<file path="src/rtl/reg_file_wb.sv">
// reg_file_wb: writeback-side register file for the RV32IC core.
// 32 x XLEN architectural registers with two combinational read ports,
// one writeback port and a per-register pending scoreboard for RAW stalls.
// x0 reads zero, ignores writes and never becomes pending.
// Optional feature: define REGFILE_BYPASS_EN to forward a same-cycle
// writeback to the read ports and mask its busy flag.
module reg_file_wb #(
    parameter int XLEN = 32,
    parameter int NREG = 32
) (
    input  logic                       clk,
    input  logic                       rst,
    input  logic [$clog2(NREG)-1:0]    rs1_addr,
    input  logic [$clog2(NREG)-1:0]    rs2_addr,
    output logic [XLEN-1:0]            rs1_data,
    output logic [XLEN-1:0]            rs2_data,
    output logic                       rs1_busy,
    output logic                       rs2_busy,
    input  logic                       iss_valid,
    input  logic [$clog2(NREG)-1:0]    iss_rd,
    input  logic                       wb_valid,
    input  logic [$clog2(NREG)-1:0]    wb_rd,
    input  logic [XLEN-1:0]            wb_data,
    input  logic                       flush,
    output logic [$clog2(NREG+1)-1:0]  pend_cnt
);

    localparam int CW = $clog2(NREG + 1);

`ifdef REGFILE_BYPASS_EN
    localparam bit BYPASS = 1'b1;
`else
    localparam bit BYPASS = 1'b0;
`endif

    logic [XLEN-1:0] regs [NREG];
    logic [NREG-1:0] pend;
    logic [NREG-1:0] pend_next;
    logic [NREG-1:0] set_mask;
    logic [NREG-1:0] clr_mask;
    logic            wb_live;

    assign wb_live = wb_valid && (wb_rd != '0);

    // Architectural register storage; x0 is never written so it stays zero.
    always_ff @(posedge clk or negedge rst) begin
        if (!rst) begin
            regs <= '{default: '0};
        end else if (wb_live) begin
            regs[wb_rd] <= wb_data;
        end
    end

    // Scoreboard next state: flush beats set, set beats clear, so an issue
    // and writeback to the same rd leave the bit owned by the younger issue.
    always_comb begin
        set_mask = '0;
        clr_mask = '0;
        if (iss_valid && (iss_rd != '0)) begin
            set_mask[iss_rd] = 1'b1;
        end
        if (wb_valid) begin
            clr_mask[wb_rd] = 1'b1;
        end
        if (flush) begin
            pend_next = '0;
        end else begin
            pend_next = (pend & ~clr_mask) | set_mask;
        end
        pend_next[0] = 1'b0;
    end

    // Pending bits and their registered population count advance together.
    always_ff @(posedge clk or negedge rst) begin
        if (!rst) begin
            pend     <= '0;
            pend_cnt <= '0;
        end else begin
            pend     <= pend_next;
            pend_cnt <= CW'($countones(pend_next));
        end
    end

    // Read port 1: x0 forced to zero; optional write-through forwarding.
    // Forwarding is gated by rst so outputs stay zero while reset is held.
    always_comb begin
        rs1_data = (rs1_addr == '0) ? '0 : regs[rs1_addr];
        rs1_busy = pend[rs1_addr];
        if (BYPASS && rst && wb_live && (rs1_addr == wb_rd)) begin
            rs1_data = wb_data;
            rs1_busy = 1'b0;
        end
    end

    // Read port 2: same behaviour as read port 1.
    always_comb begin
        rs2_data = (rs2_addr == '0) ? '0 : regs[rs2_addr];
        rs2_busy = pend[rs2_addr];
        if (BYPASS && rst && wb_live && (rs2_addr == wb_rd)) begin
            rs2_data = wb_data;
            rs2_busy = 1'b0;
        end
    end

endmodule

</file>
<file path="config.mk">
export PLATFORM = sky130hd
export DESIGN_NAME = reg_file_wb
export DESIGN_NICKNAME = d
export VERILOG_FILES = /design/src/rtl/reg_file_wb.sv
export SDC_FILE = /design/constraint.sdc
export NUM_CORES = 2
export LEC_CHECK = 0
export BUFFER_PORTS_ARGS = -buffer_cell sky130_fd_sc_hd__buf_2
export CAP_MARGIN = 5
export CORE_UTILIZATION = 51
export CTS_BUF_LIST = sky130_fd_sc_hd__clkbuf_4 sky130_fd_sc_hd__clkbuf_8
export DETAILED_ROUTE_END_ITERATION = 10
export GPL_TIMING_DRIVEN = 0
export PLACE_DENSITY = 0.67
export SLEW_MARGIN = 15
export SYNTH_ARGS = -nofsm -noshare
export SYNTH_HDL_FRONTEND = slang
export SYNTH_SLANG_ARGS = --single-unit
</file>
<file path="constraint.sdc">
create_clock -name clk -period 5.9 [get_ports clk]
set_clock_uncertainty 0.05 [all_clocks]
set_input_delay 0.885 -clock clk [delete_from_list [all_inputs] [get_ports clk]]
set_output_delay 0.885 -clock clk [all_outputs]
set_load 0.01 [all_outputs]
</file>
**After elaboration in Yosys (flattened, before gate mapping)**

Index checks and enable logic that the tools add are counted.

- Flip-flop bits (word level): 1061
- Latch bits: 0
- Memory bits (writable): 0
- ROM bits: 0
- Input bits: 57
- Output and inout port bits: 72
- Logic and storage cells: 111
- Memories kept: 0

- Add/sub/neg operators: 30
- Multipliers: 0
- Div/mod/pow operators: 0
- Order comparisons: 10
- Eq/ne operators: 0
- Shifts and indexed selects: 0
- Muxes and demuxes: 22
- Bitwise logic cells: 6
- Reductions and logical operators: 9

Operators with widths:

| cell | count |
|---|---|
| $bwmux W1024 | 1 |
| $bmux W32 S5 | 2 |
| $mux W32 | 10 |
| $demux W32 S5 | 1 |
| $and A32 B32 Y32 | 1 |
| $not A32 Y32 | 1 |
| $or A32 B32 Y32 | 1 |
| $add A1 B1 Y2 | 15 |
| $lt A5 B6 Y1 const B | 4 |
| $add A2 B2 Y3 | 7 |
| $ge A6 B6 Y1 const B | 3 |
| $not A5 Y6 | 3 |
| $add A3 B3 Y4 | 4 |
| $add A4 B4 Y5 | 2 |
| $bmux W1 S5 | 2 |
| $demux W1 S5 | 2 |
| $ge A5 B1 Y1 const B | 2 |
| $logic_not A5 Y1 | 2 |
| $reduce_bool A5 Y1 | 2 |
| $add A5 B5 Y6 | 1 |
| $lt A6 B1 Y1 const B | 1 |
| $logic_and A1 B1 Y1 | 5 |
| $mux W1 | 4 |
| $add A1 B2 Y3 | 1 |

**Depth between registers and ports, before layout**

- Depth after elaboration: 14
- Depth in mapped cells: 22
- Gate-level depth less buffers: 21

**Least setup slack after synthesis**

Ideal clock, no wire load.

- Path type: input port to flip-flop
- Start point: input wb_rd[2]
- End point: register pend_cnt[4]
- Setup time: 80 ps
- Arrival time: 6185 ps
- Data required time: 5770 ps
- Setup slack: -414 ps
- Stages on the path: 18
- Buffers on the path: 1
- Cells stage by stage: nor3b_1 -> nand2_1 -> clkbuf_1 -> a22oi_1 -> nor2_1 -> fa_1 -> inv_1 -> fa_1 -> fa_1 -> fa_1 -> fa_1 -> fa_1 -> inv_1 -> fa_1 -> fa_1 -> a21o_1 -> a21oi_1 -> xnor2_1

- Word-level cells in the longest chain between the ends: 14
- Elaborated cells on any way between the ends: 40
- Classes of those cells: add/sub: 30; order compare: 2; mux: 4; bitwise: 3; reduce/logical: 1

Ends and longest elaborated chain:

| item | RTL line | source |
|---|---|---|
| start: declaration | 22 | `input logic [$clog2(NREG)-1:0] wb_rd,` |
| $lt A5 B6 Y1 (implied by the code) / $ge A5 B1 Y1 (equally long branches) | 63 | `clr_mask[wb_rd] = 1'b1;` |
| $logic_and A1 B1 Y1 (implied by the code) | 63 |  |
| $mux W1 (implied by the code) | 63 |  |
| $demux W1 S5 (*) | 63 |  |
| $mux W32 (*) | 62 | `if (wb_valid) begin` |
| $not A32 Y32 (*) | 68 | `pend_next = (pend & ~clr_mask) \| set_mask;` |
| $and A32 B32 Y32 (*) | 68 |  |
| $or A32 B32 Y32 (*) | 68 |  |
| $mux W32 (*) | 65 | `if (flush) begin` |
| net pend_next[8] | 38 | `logic [NREG-1:0] pend_next;` |
| $add A1 B1 Y2 (implied by the code) (*) | 80 | `pend_cnt <= CW'($countones(pend_next));` |
| $add A2 B2 Y3 (implied by the code) (*) | 80 |  |
| $add A3 B3 Y4 (implied by the code) (*) | 80 |  |
| $add A4 B4 Y5 (implied by the code) (*) | 80 |  |
| $add A5 B5 Y6 (implied by the code) (*) | 80 |  |
| end signal: assignment | 80 |  |
| end: declaration | 25 | `output logic [$clog2(NREG+1)-1:0] pend_cnt` |

Mark *: on every way through the listed nets, which the timed path passes. The rest lies on a longest branch.
A chain may end at the register's enable or synchronous reset.

**Worst setup path after layout**

- Start point: input rs2_addr[2]
- End point: output rs2_data[16]

- Word-level cells in the longest chain between the ends: 5
- Elaborated cells on any way between the ends: 6
- Classes of those cells: mux: 4; bitwise: 1; reduce/logical: 1

Ends and longest elaborated chain:

| item | RTL line | source |
|---|---|---|
| start: declaration | 14 | `input logic [$clog2(NREG)-1:0] rs2_addr,` |
| $not A5 Y6 (implied by the code) | 97 | `rs2_data = (rs2_addr == '0) ? '0 : regs[rs2_addr];` |
| $bmux W32 S5 | 97 |  |
| $mux W32 (implied by the code) (2 in series) | 97 |  |
| $mux W32 (*) | 97 |  |
| end: declaration | 16 | `output logic [XLEN-1:0] rs2_data,` |

Mark *: on every way between the ends. The rest lies on a longest branch, timed or not. The select of a mux whose other input is x is not followed.

==> results.json <==
{
  "crit_arrival_ps": 5060,
  "die_x_microns": 336.9,
  "crit_path_start_kind": "input port",
  "finish.utilization_pct": 57.86,
  "ys_top_cells_by_area": "dfrtp_1 (46%), mux2_2 (20%), mux4_2 (14%), mux2i_1 (7.1%), a22oi_1 (2.8%)",
  "peakVddDrop_uv": 234.7,
  "required_ps": 4970,
  "place_area_sq_mm": 0.06007,
  "ys_types": 40,
  "vias": 41900,
  "drv_slew": 0,
  "clk_latency_ps": 890,
  "slew_headroom_pct": 7.601,
  "initial_utilization_pct": 51.53,
  "reg2reg_from": "pend[2]",
  "grt_usage_pct": 39.61,
  "die-area_sq_mm": 0.1135,
  "grt_overflow": 0,
  "detail-route-antenna-nets": 0,
  "r2r_slack_ps": 700,
  "timing.final.crit_share_pct": 101.7,
  "cpPeakStageDelay_ps": 950,
  "syn_to_final_growth_pct": 12.29,
  "clock_path_buffers": 3,
  "period_minus_slack_ps": 5999,
  "pre_cts_ws_ps": -1018,
  "cts_sinks": 1061,
  "setup_violations": 7,
  "ff2ff_path_depth": 15,
  "die_h_microns": 336.9,
  "hp-class": "in -> reg",
  "syn_inst": 4094,
  "synth_largest_area_cell": "dfrtp_1",
  "seqPwrFrac_pct": 44.9,
  "hold_ws_ps": 236.6,
  "min_to": "regs[8]",
  "yosysSeqAreaShare_pct": 46.43,
  "cts_tree": "built",
  "hold_depth": 2,
  "failed_checks": "negative setup slack",
  "io_pins": 129,
  "leakagePower_nw": 29.03,
  "internal-power_w": 0.01506,
  "cts-buffers-inserted": 181,
  "ys.warnings.count": 0,
  "grt_pass1_vias": 41670,
  "stdcell_area_sq_mm": 0.06421,
  "crit_fanout": 10,
  "cp_cell_sequence": "buf_2 > buf_2 > and2_1 > clkbuf_1 > clkdlybuf4s15_1 > clkbuf_1 > a22oi_1 > nand3_1 > a31oi_1 > buf_2",
  "combPwrFrac_pct": 21.6,
  "synth.avg_cell_area_sq_um": 13.97,
  "stdcell_count": 6062,
  "crit_path_end_kind": "output pin",
  "dp_hpwl_microns": 154700,
  "power.switching_w": 0.006551,
  "p_sw_share_pct": 30.31,
  "cap_violations": 0,
  "wire_per_inst_microns": 36.81,
  "drive_gt1_share_pct": 44.76,
  "num_rows": 122,
  "min_from": "wb_data[8]",
  "max_freq_ghz": 0.1667,
  "syn_area_sq_mm": 0.05718,
  "status": "complete, but fails checks",
  "worst_pin_slew_ps": 1386,
  "drc": 0,
  "antenna_found_initial": 14,
  "root_buffer": "clkbuf_8",
  "synth_nets": 4181,
  "vias_per_cell": 6.912,
  "dpl.cell_count": 5714,
  "port_buffers": 122,
  "place.gp.congestion": 1.034,
  "synth_top_area_share_pct": 46.43,
  "drt_first_pass_iters": 8,
  "drtIter0Drc": 5667,
  "hold_viol": 0,
  "drt-total-wl_microns": 223100,
  "clk_pin_slew_ps": 70,
  "core_area_sq_mm": 0.1110,
  "nets": 4509,
  "clock_power_share_pct": 33.5,
  "crit_path_frequent_cell": "buf_2",
  "crit_slowest_cell": "clkdlybuf4s15_1",
  "crit_type": "in -> out",
  "grt_pass1_wl_microns": 311000,
  "grt_max_degree": 137,
  "r2r-end": "pend_cnt[4]",
  "power_density_mw_per_mm2": 336.6,
  "worst_slack_ps": -98.89,
  "ys_ff_latch": 1061,
  "htreeDepth": 4
}
[per-layer routing]
metal | track usage, % | vias to the layer above | wire length (microns)
met2 | 55.22 | 2996 | 94070
met4 | 22.55 | 14 | 13900
met1 | 50.66 | 21870 | 83130
li1 | - | 16220 | -
met5 | 1.191 | - | 268
met3 | 18.17 | 802 | 31750
[worst max-delay path by stage]
stage | startpoint | cells after the start | slack, ps | endpoint
after floorplan | wb_rd[1] | 19 | -30 | pend_cnt[4]
after global placement | rst | 1 | -19700 | regs[742]
after detailed placement | wb_rd[1] | 20 | -1020 | pend_cnt[4]
after CTS | wb_rd[2] | 19 | 80 | pend_cnt[4]
after global routing | wb_valid | 19 | -20 | pend_cnt[4]
final | rs2_addr[2] | 10 | -100 | rs2_data[16]
[sequential cells by signal, indices dropped and copies added, names as in the netlist]
signal,count
pend_cnt,6
regs,1024
pend,31
[layout make-up]
cell class | instances | area, sq um
multi-input combinational | 2553 | 28720
fill | 9023 | 46760
buffer | 444 | 2017
tap | 1488 | 1862
sequential | 1061 | 26550
clock buffer | 292 | 3656
timing repair buffer | 146 | 1005
inverter | 35 | 131.4
clock inverter | 33 | 250.2
antenna | 10 | 25.02
[cell usage after synthesis, drive strengths merged]
cell    instances
mux2i         407
dfrtp        1061
nor4            1
nor2           62
a31oi          51
fa             23
a31o            1
a221oi         26
a21oi          91
nand2b          2
nand3b          4
nand2          96
nor3            3
a22oi         213
or3b            1
xnor2           2
and3           24
or2             2
mux4          353
clkbuf        250
a22o           10
inv            35
and3b           4
a21o           14
xor2            1
ha              7
o21ai          49
and2            4
a211oi          1
mux2         1035
nor3b           8
nand3          46
o21a            1
buf           195
nor2b          11
[worst max-delay path: cells and delay by family]
kind | cells | cell delay, ps
simple gates | 2 | 550
buf+inv | 6 | 3100
compound gates | 2 | 480
[logic make-up after synthesis]
group,synth area share (%)
mux,41.41
flops,46.43
buf+inv,3.608
compound gates,5.356
simple gates,2.192
fa+ha+maj,0.9584
xor+xnor,0.04596
[power groups by stage]
stage                     Clock (W)  Sequential [W]  Combinational, W
final                       0.00725         0.00970           0.00467
after global routing        0.00755         0.00983           0.00490
after CTS                   0.00723         0.00963           0.00453
after detailed placement          0         0.00975           0.00451
after global placement            0         0.00971           0.00438
after floorplan                   0         0.00937           0.00319
[repair_timing]
action | 4_1_cts | 5_1_grt
hold buffers | 1 | 0
endpoints found under the hold margin | 58 | 0
cloned | 0 | 0
gates resized for setup | 2 | 27
pin swaps | 0 | 3
setup endpoints to repair | 2 | 4
buffers inserted | 0 | 5
[layout by cell type, fill, tap and decap left out, types with 11 or more instances in the layout]
cell      count
dfrtp_1    1061
mux2_2     1025
mux2i_1     407
mux4_2      353
buf_2       239
clkbuf_8    236
clkbuf_1    231
a22oi_1     213
a21oi_1      89
nand2_1      88
clkbuf_4     64
nor2_1       61
a31oi_1      51
nand3_1      46
buf_1        43
o21ai_0      40
buf_4        38
inv_1        35
and3_1       24
a221oi_1     24
fa_1         21
clkinv_2     21
a21o_1       14
clkbuf_2     12
nor2b_1      11
[stage by stage]
step,total power [W],TNS [ps]
finish,0.02161,-351.4
global placement,0.01409,-
global route,0.02228,-16.17
CTS,0.02138,0
detailed placement,0.01425,-4659
floorplan,0.01256,-26.92
(Power assumes the default switching activity.)
